**config.mk**
```make
export PLATFORM = sky130hd
export DESIGN_NAME = axi_csr_fifo_top
export DESIGN_NICKNAME = d
export VERILOG_FILES = /design/src/rtl/axi_csr_fifo_pkg.sv /design/src/rtl/axi_csr_fifo_sync_fifo.sv /design/src/rtl/axi_csr_fifo_top.sv
export SDC_FILE = /design/constraint.sdc
export NUM_CORES = 1
export LEC_CHECK = 0
export CORE_UTILIZATION = 50
export DETAILED_ROUTE_END_ITERATION = 10
export PLACE_DENSITY = 0.79
export SKIP_LAST_GASP = 1
export SYNTH_ARGS = -nofsm -noshare
export SYNTH_HDL_FRONTEND = slang
export SYNTH_SLANG_ARGS = --single-unit
```
**constraint.sdc**
```tcl
create_clock -name ACLK -period 3.85 [get_ports ACLK]
set_input_delay 1.155 -clock ACLK [delete_from_list [all_inputs] [get_ports ACLK]]
set_output_delay 1.155 -clock ACLK [all_outputs]
set_load 0.005 [all_outputs]
```
**src/rtl/axi_csr_fifo_pkg.sv**
```systemverilog
// Shared register map, CSR bit positions and AXI response codes for the
// AXI-controlled FIFO subsystem.
package axi_csr_fifo_pkg;

  localparam logic [11:0] CONTROL_ADDR  = 12'h000;
  localparam logic [11:0] STATUS_ADDR   = 12'h004;

  localparam int          FIFO_EN_BIT   = 0;
  localparam int          EMPTY_BIT     = 0;
  localparam int          FULL_BIT      = 1;
  localparam int          LEVEL_LSB     = 8;

  localparam logic [1:0]  AXI_RESP_OKAY = 2'b00;

  typedef enum logic [1:0] {
    REG_CONTROL,
    REG_STATUS,
    REG_NONE
  } reg_sel_e;

  // Decodes a word index (byte address with the two low bits already dropped).
  function automatic reg_sel_e decode_reg(input logic [31:0] word_idx);
    if (word_idx == 32'(CONTROL_ADDR >> 2))     return REG_CONTROL;
    else if (word_idx == 32'(STATUS_ADDR >> 2)) return REG_STATUS;
    else                                        return REG_NONE;
  endfunction

endpackage

```
**src/rtl/axi_csr_fifo_sync_fifo.sv**
```systemverilog
// Single-clock FIFO core: storage, wrapping pointers, occupancy level and
// flags, with a registered pop data output.
module sync_fifo #(
  parameter int DATA_WIDTH = 32,
  parameter int FIFO_DEPTH = 16
) (
  input  logic                               clk,
  input  logic                               rst_n,
  input  logic                               wr_en,
  input  logic                               rd_en,
  input  logic [DATA_WIDTH-1:0]              data_in,
  output logic [DATA_WIDTH-1:0]              data_out,
  output logic [$clog2(FIFO_DEPTH):0]        level,
  output logic                               empty,
  output logic                               full
);

  localparam int PTR_W = $clog2(FIFO_DEPTH);
  localparam int LVL_W = PTR_W + 1;

  logic [DATA_WIDTH-1:0] mem [FIFO_DEPTH];
  logic [PTR_W-1:0]      wr_ptr;
  logic [PTR_W-1:0]      rd_ptr;
  logic                  push;
  logic                  pop;

  assign empty = (level == '0);
  assign full  = (level == LVL_W'(FIFO_DEPTH));
  assign push  = wr_en && !full;
  assign pop   = rd_en && !empty;

  // NOTE: storage has no reset; pointers and level alone define which entries are valid.
  always_ff @(posedge clk) begin
    if (push) mem[wr_ptr] <= data_in;
  end

  // NOTE: sequential state uses <= so every register samples pre-edge values.
  always_ff @(posedge clk or negedge rst_n) begin
    if (!rst_n) begin
      wr_ptr   <= '0;
      rd_ptr   <= '0;
      level    <= '0;
      data_out <= '0;
    end else begin
      if (push) wr_ptr <= wr_ptr + 1'b1;
      if (pop) begin
        data_out <= mem[rd_ptr];
        rd_ptr   <= rd_ptr + 1'b1;
      end
      case ({push, pop})
        2'b10:   level <= level + 1'b1;
        2'b01:   level <= level - 1'b1;
        default: level <= level;
      endcase
    end
  end

endmodule

```
**src/rtl/axi_csr_fifo_top.sv**
```systemverilog
// AXI4-Lite CSR slave that enables a sideband push/pop FIFO through CONTROL
// and reports its occupancy and flags through STATUS.
module axi_csr_fifo_top
  import axi_csr_fifo_pkg::*;
#(
  parameter int ADDR_WIDTH = 12,
  parameter int DATA_WIDTH = 32,
  parameter int FIFO_DEPTH = 16
) (
  input  logic                    ACLK,
  input  logic                    ARESETn,
  input  logic [ADDR_WIDTH-1:0]   S_AXI_AWADDR,
  input  logic                    S_AXI_AWVALID,
  output logic                    S_AXI_AWREADY,
  input  logic [DATA_WIDTH-1:0]   S_AXI_WDATA,
  input  logic [DATA_WIDTH/8-1:0] S_AXI_WSTRB,
  input  logic                    S_AXI_WVALID,
  output logic                    S_AXI_WREADY,
  output logic [1:0]              S_AXI_BRESP,
  output logic                    S_AXI_BVALID,
  input  logic                    S_AXI_BREADY,
  input  logic [ADDR_WIDTH-1:0]   S_AXI_ARADDR,
  input  logic                    S_AXI_ARVALID,
  output logic                    S_AXI_ARREADY,
  output logic [DATA_WIDTH-1:0]   S_AXI_RDATA,
  output logic [1:0]              S_AXI_RRESP,
  output logic                    S_AXI_RVALID,
  input  logic                    S_AXI_RREADY,
  input  logic                    wr_en,
  input  logic                    rd_en,
  input  logic [DATA_WIDTH-1:0]   data_in,
  output logic [DATA_WIDTH-1:0]   data_out
);

  localparam int LVL_W = $clog2(FIFO_DEPTH) + 1;

  logic                  fifo_en;
  logic [LVL_W-1:0]      level;
  logic                  empty;
  logic                  full;
  logic                  w_hs;
  logic                  ar_hs;
  reg_sel_e              aw_sel;
  reg_sel_e              ar_sel;
  logic [DATA_WIDTH-1:0] read_word;

  sync_fifo #(
    .DATA_WIDTH (DATA_WIDTH),
    .FIFO_DEPTH (FIFO_DEPTH)
  ) u_fifo (
    .clk      (ACLK),
    .rst_n    (ARESETn),
    .wr_en    (wr_en && fifo_en),
    .rd_en    (rd_en && fifo_en),
    .data_in  (data_in),
    .data_out (data_out),
    .level    (level),
    .empty    (empty),
    .full     (full)
  );

  // AWREADY and WREADY always rise together, so one ready qualifies both channels.
  assign w_hs        = S_AXI_AWREADY && S_AXI_AWVALID && S_AXI_WVALID;
  assign ar_hs       = S_AXI_ARREADY && S_AXI_ARVALID;
  assign aw_sel      = decode_reg(32'(S_AXI_AWADDR[ADDR_WIDTH-1:2]));
  assign ar_sel      = decode_reg(32'(S_AXI_ARADDR[ADDR_WIDTH-1:2]));
  assign S_AXI_BRESP = AXI_RESP_OKAY;
  assign S_AXI_RRESP = AXI_RESP_OKAY;

  // NOTE: every path assigns read_word after its default, so no latch is inferred.
  always_comb begin
    read_word = '0;
    unique case (ar_sel)
      REG_CONTROL: read_word[FIFO_EN_BIT] = fifo_en;
      REG_STATUS: begin
        read_word[EMPTY_BIT]               = empty;
        read_word[FULL_BIT]                = full;
        read_word[LEVEL_LSB +: LVL_W]      = level;
      end
      default: read_word = '0;
    endcase
  end

  always_ff @(posedge ACLK or negedge ARESETn) begin
    if (!ARESETn) begin
      S_AXI_AWREADY <= 1'b0;
      S_AXI_WREADY  <= 1'b0;
      S_AXI_BVALID  <= 1'b0;
      fifo_en       <= 1'b0;
    end else begin
      S_AXI_AWREADY <= !S_AXI_AWREADY && !S_AXI_BVALID && S_AXI_AWVALID && S_AXI_WVALID;
      S_AXI_WREADY  <= !S_AXI_AWREADY && !S_AXI_BVALID && S_AXI_AWVALID && S_AXI_WVALID;
      if (w_hs) begin
        S_AXI_BVALID <= 1'b1;
        if (aw_sel == REG_CONTROL && S_AXI_WSTRB[0]) fifo_en <= S_AXI_WDATA[FIFO_EN_BIT];
      end else if (S_AXI_BVALID && S_AXI_BREADY) begin
        S_AXI_BVALID <= 1'b0;
      end
    end
  end

  always_ff @(posedge ACLK or negedge ARESETn) begin
    if (!ARESETn) begin
      S_AXI_ARREADY <= 1'b0;
      S_AXI_RVALID  <= 1'b0;
      S_AXI_RDATA   <= '0;
    end else begin
      S_AXI_ARREADY <= !S_AXI_ARREADY && !S_AXI_RVALID && S_AXI_ARVALID;
      if (ar_hs) begin
        S_AXI_RVALID <= 1'b1;
        S_AXI_RDATA  <= read_word;
      end else if (S_AXI_RVALID && S_AXI_RREADY) begin
        S_AXI_RVALID <= 1'b0;
      end
    end
  end

  // Byte-offset bits, reserved data bits and upper strobes carry no meaning here.
  logic unused;
  assign unused = ^{S_AXI_AWADDR[1:0], S_AXI_ARADDR[1:0],
                    S_AXI_WDATA[DATA_WIDTH-1:1], S_AXI_WSTRB[DATA_WIDTH/8-1:1]};

endmodule

```
==> flow_metrics.tcl <==
set metrics [dict create \
    port_buffers 106 \
    dpl.hpwl_um 25500 \
    antenna_found_initial 3 \
    placedCellCount 1703 \
    fin_skew_ns 0.0197 \
    rsz0062_at_grt "no" \
    cts_tree "yes" \
    slowest_delay_ns 0.60 \
    switching_share 0.193 \
    hold_class "register to register" \
    ys_ff_latch 569 \
    track_usage 0.212 \
    ant_nets 0 \
    crit_path_start_kind "register" \
    synth.distinct_cells 43 \
    top_usage_layer "met2" \
    first_global_vias 11100 \
    vdd_drop_max_mv 0.326 \
    critPathRequiredTime_ns 4.36 \
    p_per_area_nw_per_um2 469 \
    crit_chain "or4_4, o211a_1, inv_1, ha_1, xor2_1, ha_1, o21a_1, o21a_1, o32ai_1, xnor2_1" \
    crit_family "compound AO/OA/AOI/OAI gates" \
    fin_crit_ns 2.78 \
    gp_congestion 0.740 \
    syn_area_um2 22000 \
    maxSlewViolCount 0 \
    setup_violations 0 \
    coreArea_um2 43200 \
    cts_htree_levels 2 \
    grt_use_met1 0.281 \
    synth-main-ff-cell "edfxtp_1" \
    fp.dieH_um 212 \
    slew_headroom 0.274 \
    worst_slack_ns 1.07 \
    post_cts_buffers 0 \
    cts_root_buffer "clkbuf_16" \
    leakage_uw 0.00818 \
    fin_setup_tns_ns 0 \
    via_per_inst 5.91 \
    syn_to_final_growth_pct 16.9 \
    avgSynthCellArea_um2 21.4 \
    first_iter_violations 978 \
    grt_max_degree 130 \
    num_rows 76 \
    worst-path-buf-inv 1 \
    drv_cap 0 \
    grt.met2_usage 0.349 \
    internal_power_uw 9710 \
    fin_crit_sh 0.723 \
    die-area_um2 44800 \
    drt_first_pass_iters 5 \
    ios 174 \
    final_cell_count_no_fill 1803 \
    wl_um 46100 \
    min_from "S_AXI_RVALID" \
    cts_resized 0 \
    clk_pin_slew_ns 0.06 \
    crit_fanout 7 \
    startpoint "u_fifo.level[2]" \
    via_count 10700 \
    power_frac_seq 0.560 \
    cts_made_buffers 53 \
    dp_slack_ns 0.576 \
    synth_warnings 0 \
    overflow 0 \
    total_power_uw 12000 \
    die_x_um 212 \
    clock-sinks 569 \
    criticalPathCategory "register to register" \
    clock_path_buffers 3 \
    ff2ff_setup_slack_ns 1.07 \
    grt_use_met3 0.0358 \
    fmax_ghz 0.359 \
    fin_hold_ws_ns 0.473 \
    postSynthCellCount 1024 \
    ys_seq_area_frac 0.765 \
    ys_async_sr_fraction 0.100 \
    cp-end-kind "register" \
    r2r-start "u_fifo.level[2]" \
    hold_viol 0 \
    grt_pass1_wl_um 68600 \
    switchingPower_uw 2330 \
    tightest_slew_ns 1.09 \
    synth-edff-count 512 \
    worstPathArrival_ns 3.29 \
    p_clk_frac 0.424 \
    post_drt_wl_per_cell_um 25.6 \
    comb_power_share 0.016 \
    drc 0 \
    status "complete, no violations" \
    clk_latency_ns 0.60 \
    fin_nets 1283 \
    postCtsHoldBufs 0 \
    layout-drive-gt1-share 0.276 \
    start_util 0.509 \
    crit_path_top_delay_cell "or4_4" \
]
-- cells in the mapped netlist, types with 2 or more instances --
library cell | n | area share
edfxtp_1 | 512 | 0.70
mux4_2 | 128 | 0.13
o22ai_1 | 64 | 0.018
dfrtp_1 | 57 | 0.065
buf_4 | 38 | 0.013
mux2_2 | 36 | 0.018
clkbuf_1 | 23 | 0.0039
a21oi_2 | 20 | 0.0080
buf_2 | 16 | 0.0036
nor2_1 | 15 | 0.0026
a21oi_1 | 14 | 0.0032
nand2_1 | 13 | 0.0022
ha_1 | 9 | 0.0051
xnor2_1 | 7 | 0.0028
buf_1 | 6 | 0.0010
inv_1 | 6 | 0.0010
o21ai_0 | 6 | 0.0014
a22o_1 | 5 | 0.0020
buf_6 | 5 | 0.0026
nor3_1 | 5 | 0.0011
xor2_1 | 5 | 0.0020
nand2b_1 | 4 | 0.0011
nand3_1 | 3 | 0.00068
nor4_1 | 3 | 0.00085
nand4_1 | 2 | 0.00057
nor3b_1 | 2 | 0.00068
o211a_1 | 2 | 0.00091
o21a_1 | 2 | 0.00068
or2_2 | 2 | 0.00057
-- path summary, 6_finish.rpt --
kind / end / depth (start not counted)
min in group asynchronous: u_fifo.level[2] / 1
min reg2reg: S_AXI_ARREADY / 1
max reg2reg: u_fifo.level[4] / 10
min: S_AXI_ARREADY / 1
max in group asynchronous: u_fifo.data_out[0] / 2
max: u_fifo.level[4] / 10
-- metal layers --
layer / vias to the layer above / part of all wire
met3: 97 / 0.063
met4: 4 / 0.033
met5: - / 0.00067
li1: 4496 / -
met2: 435 / 0.50
met1: 5629 / 0.40
-- state kept, by name, summed over array words and instances (netlist names), 4 cells and up --
register	cells
S_AXI_RDATA	7
u_fifo.data_out	32
u_fifo.level	5
u_fifo.mem	512
u_fifo.rd_ptr	4
u_fifo.wr_ptr	4
-- power by group through the flow --
stage / clock network, uW / logic [uW] / registers [uW]
4_1_cts: 5170 / 195 / 6750
2_1_floorplan: 0 / 44.9 / 6880
3_3_place_gp: 0 / 183 / 6870
5_1_grt: 5410 / 212 / 6740
6_report: 5100 / 194 / 6750
3_5_place_dp: 0 / 193 / 6880
-- cell families after synthesis --
group | after synthesis | synth area share
and+or+nand+nor | 58 | 0.0139
DFF | 569 | 0.765
other | 1 | 0.000171
xor gates and xnor gates | 12 | 0.00479
adders and majority gates | 9 | 0.00513
AOI/OAI and AO/OA | 117 | 0.0361
muxes | 164 | 0.150
buffers and inverters | 94 | 0.0252
-- cell type report --
cell class,instances,area [um^2]
antenna,1,2.50
clock buffer,70,1470
clock inverter,29,234
fill,2975,17500
inverter,6,22.5
multi-input combinational,389,4870
sequential,569,16800
tap,585,732
timing repair buffer,154,1540
-- through the flow --
stage | utilization | area (um^2)
after floorplan | - | 22100
after global placement | 0.555 | 24000
after detailed placement | 0.555 | 24000
after CTS | 0.595 | 25700
after global routing | 0.595 | 25700
final | 0.595 | 25700
-- placed cells by master (no fill, tap or decap), types with 3 or more instances in the layout --
| master | n |
|---|---|
| edfxtp_1 | 512 |
| mux4_2 | 128 |
| clkdlybuf4s50_1 | 105 |
| o22ai_1 | 64 |
| clkbuf_16 | 55 |
| dfrtp_1 | 54 |
| buf_4 | 38 |
| mux2_2 | 36 |
| conb_1 | 29 |
| a21oi_2 | 20 |
| a21oi_1 | 14 |
| nand2_1 | 13 |
| nor2_4 | 12 |
| clkbuf_1 | 11 |
| clkinv_1 | 11 |
| buf_12 | 10 |
| ha_1 | 9 |
| xnor2_1 | 7 |
| inv_1 | 6 |
| o21ai_0 | 6 |
| clkinv_2 | 6 |
| xor2_1 | 5 |
| a22o_1 | 5 |
| clkinvlp_4 | 5 |
| nand2b_1 | 4 |
| nor3_4 | 4 |
| clkbuf_8 | 4 |
| nor2_1 | 3 |
| nand3_1 | 3 |
| nor4_1 | 3 |
| bufinv_16 | 3 |
Power figures use the tool's default switching activity.
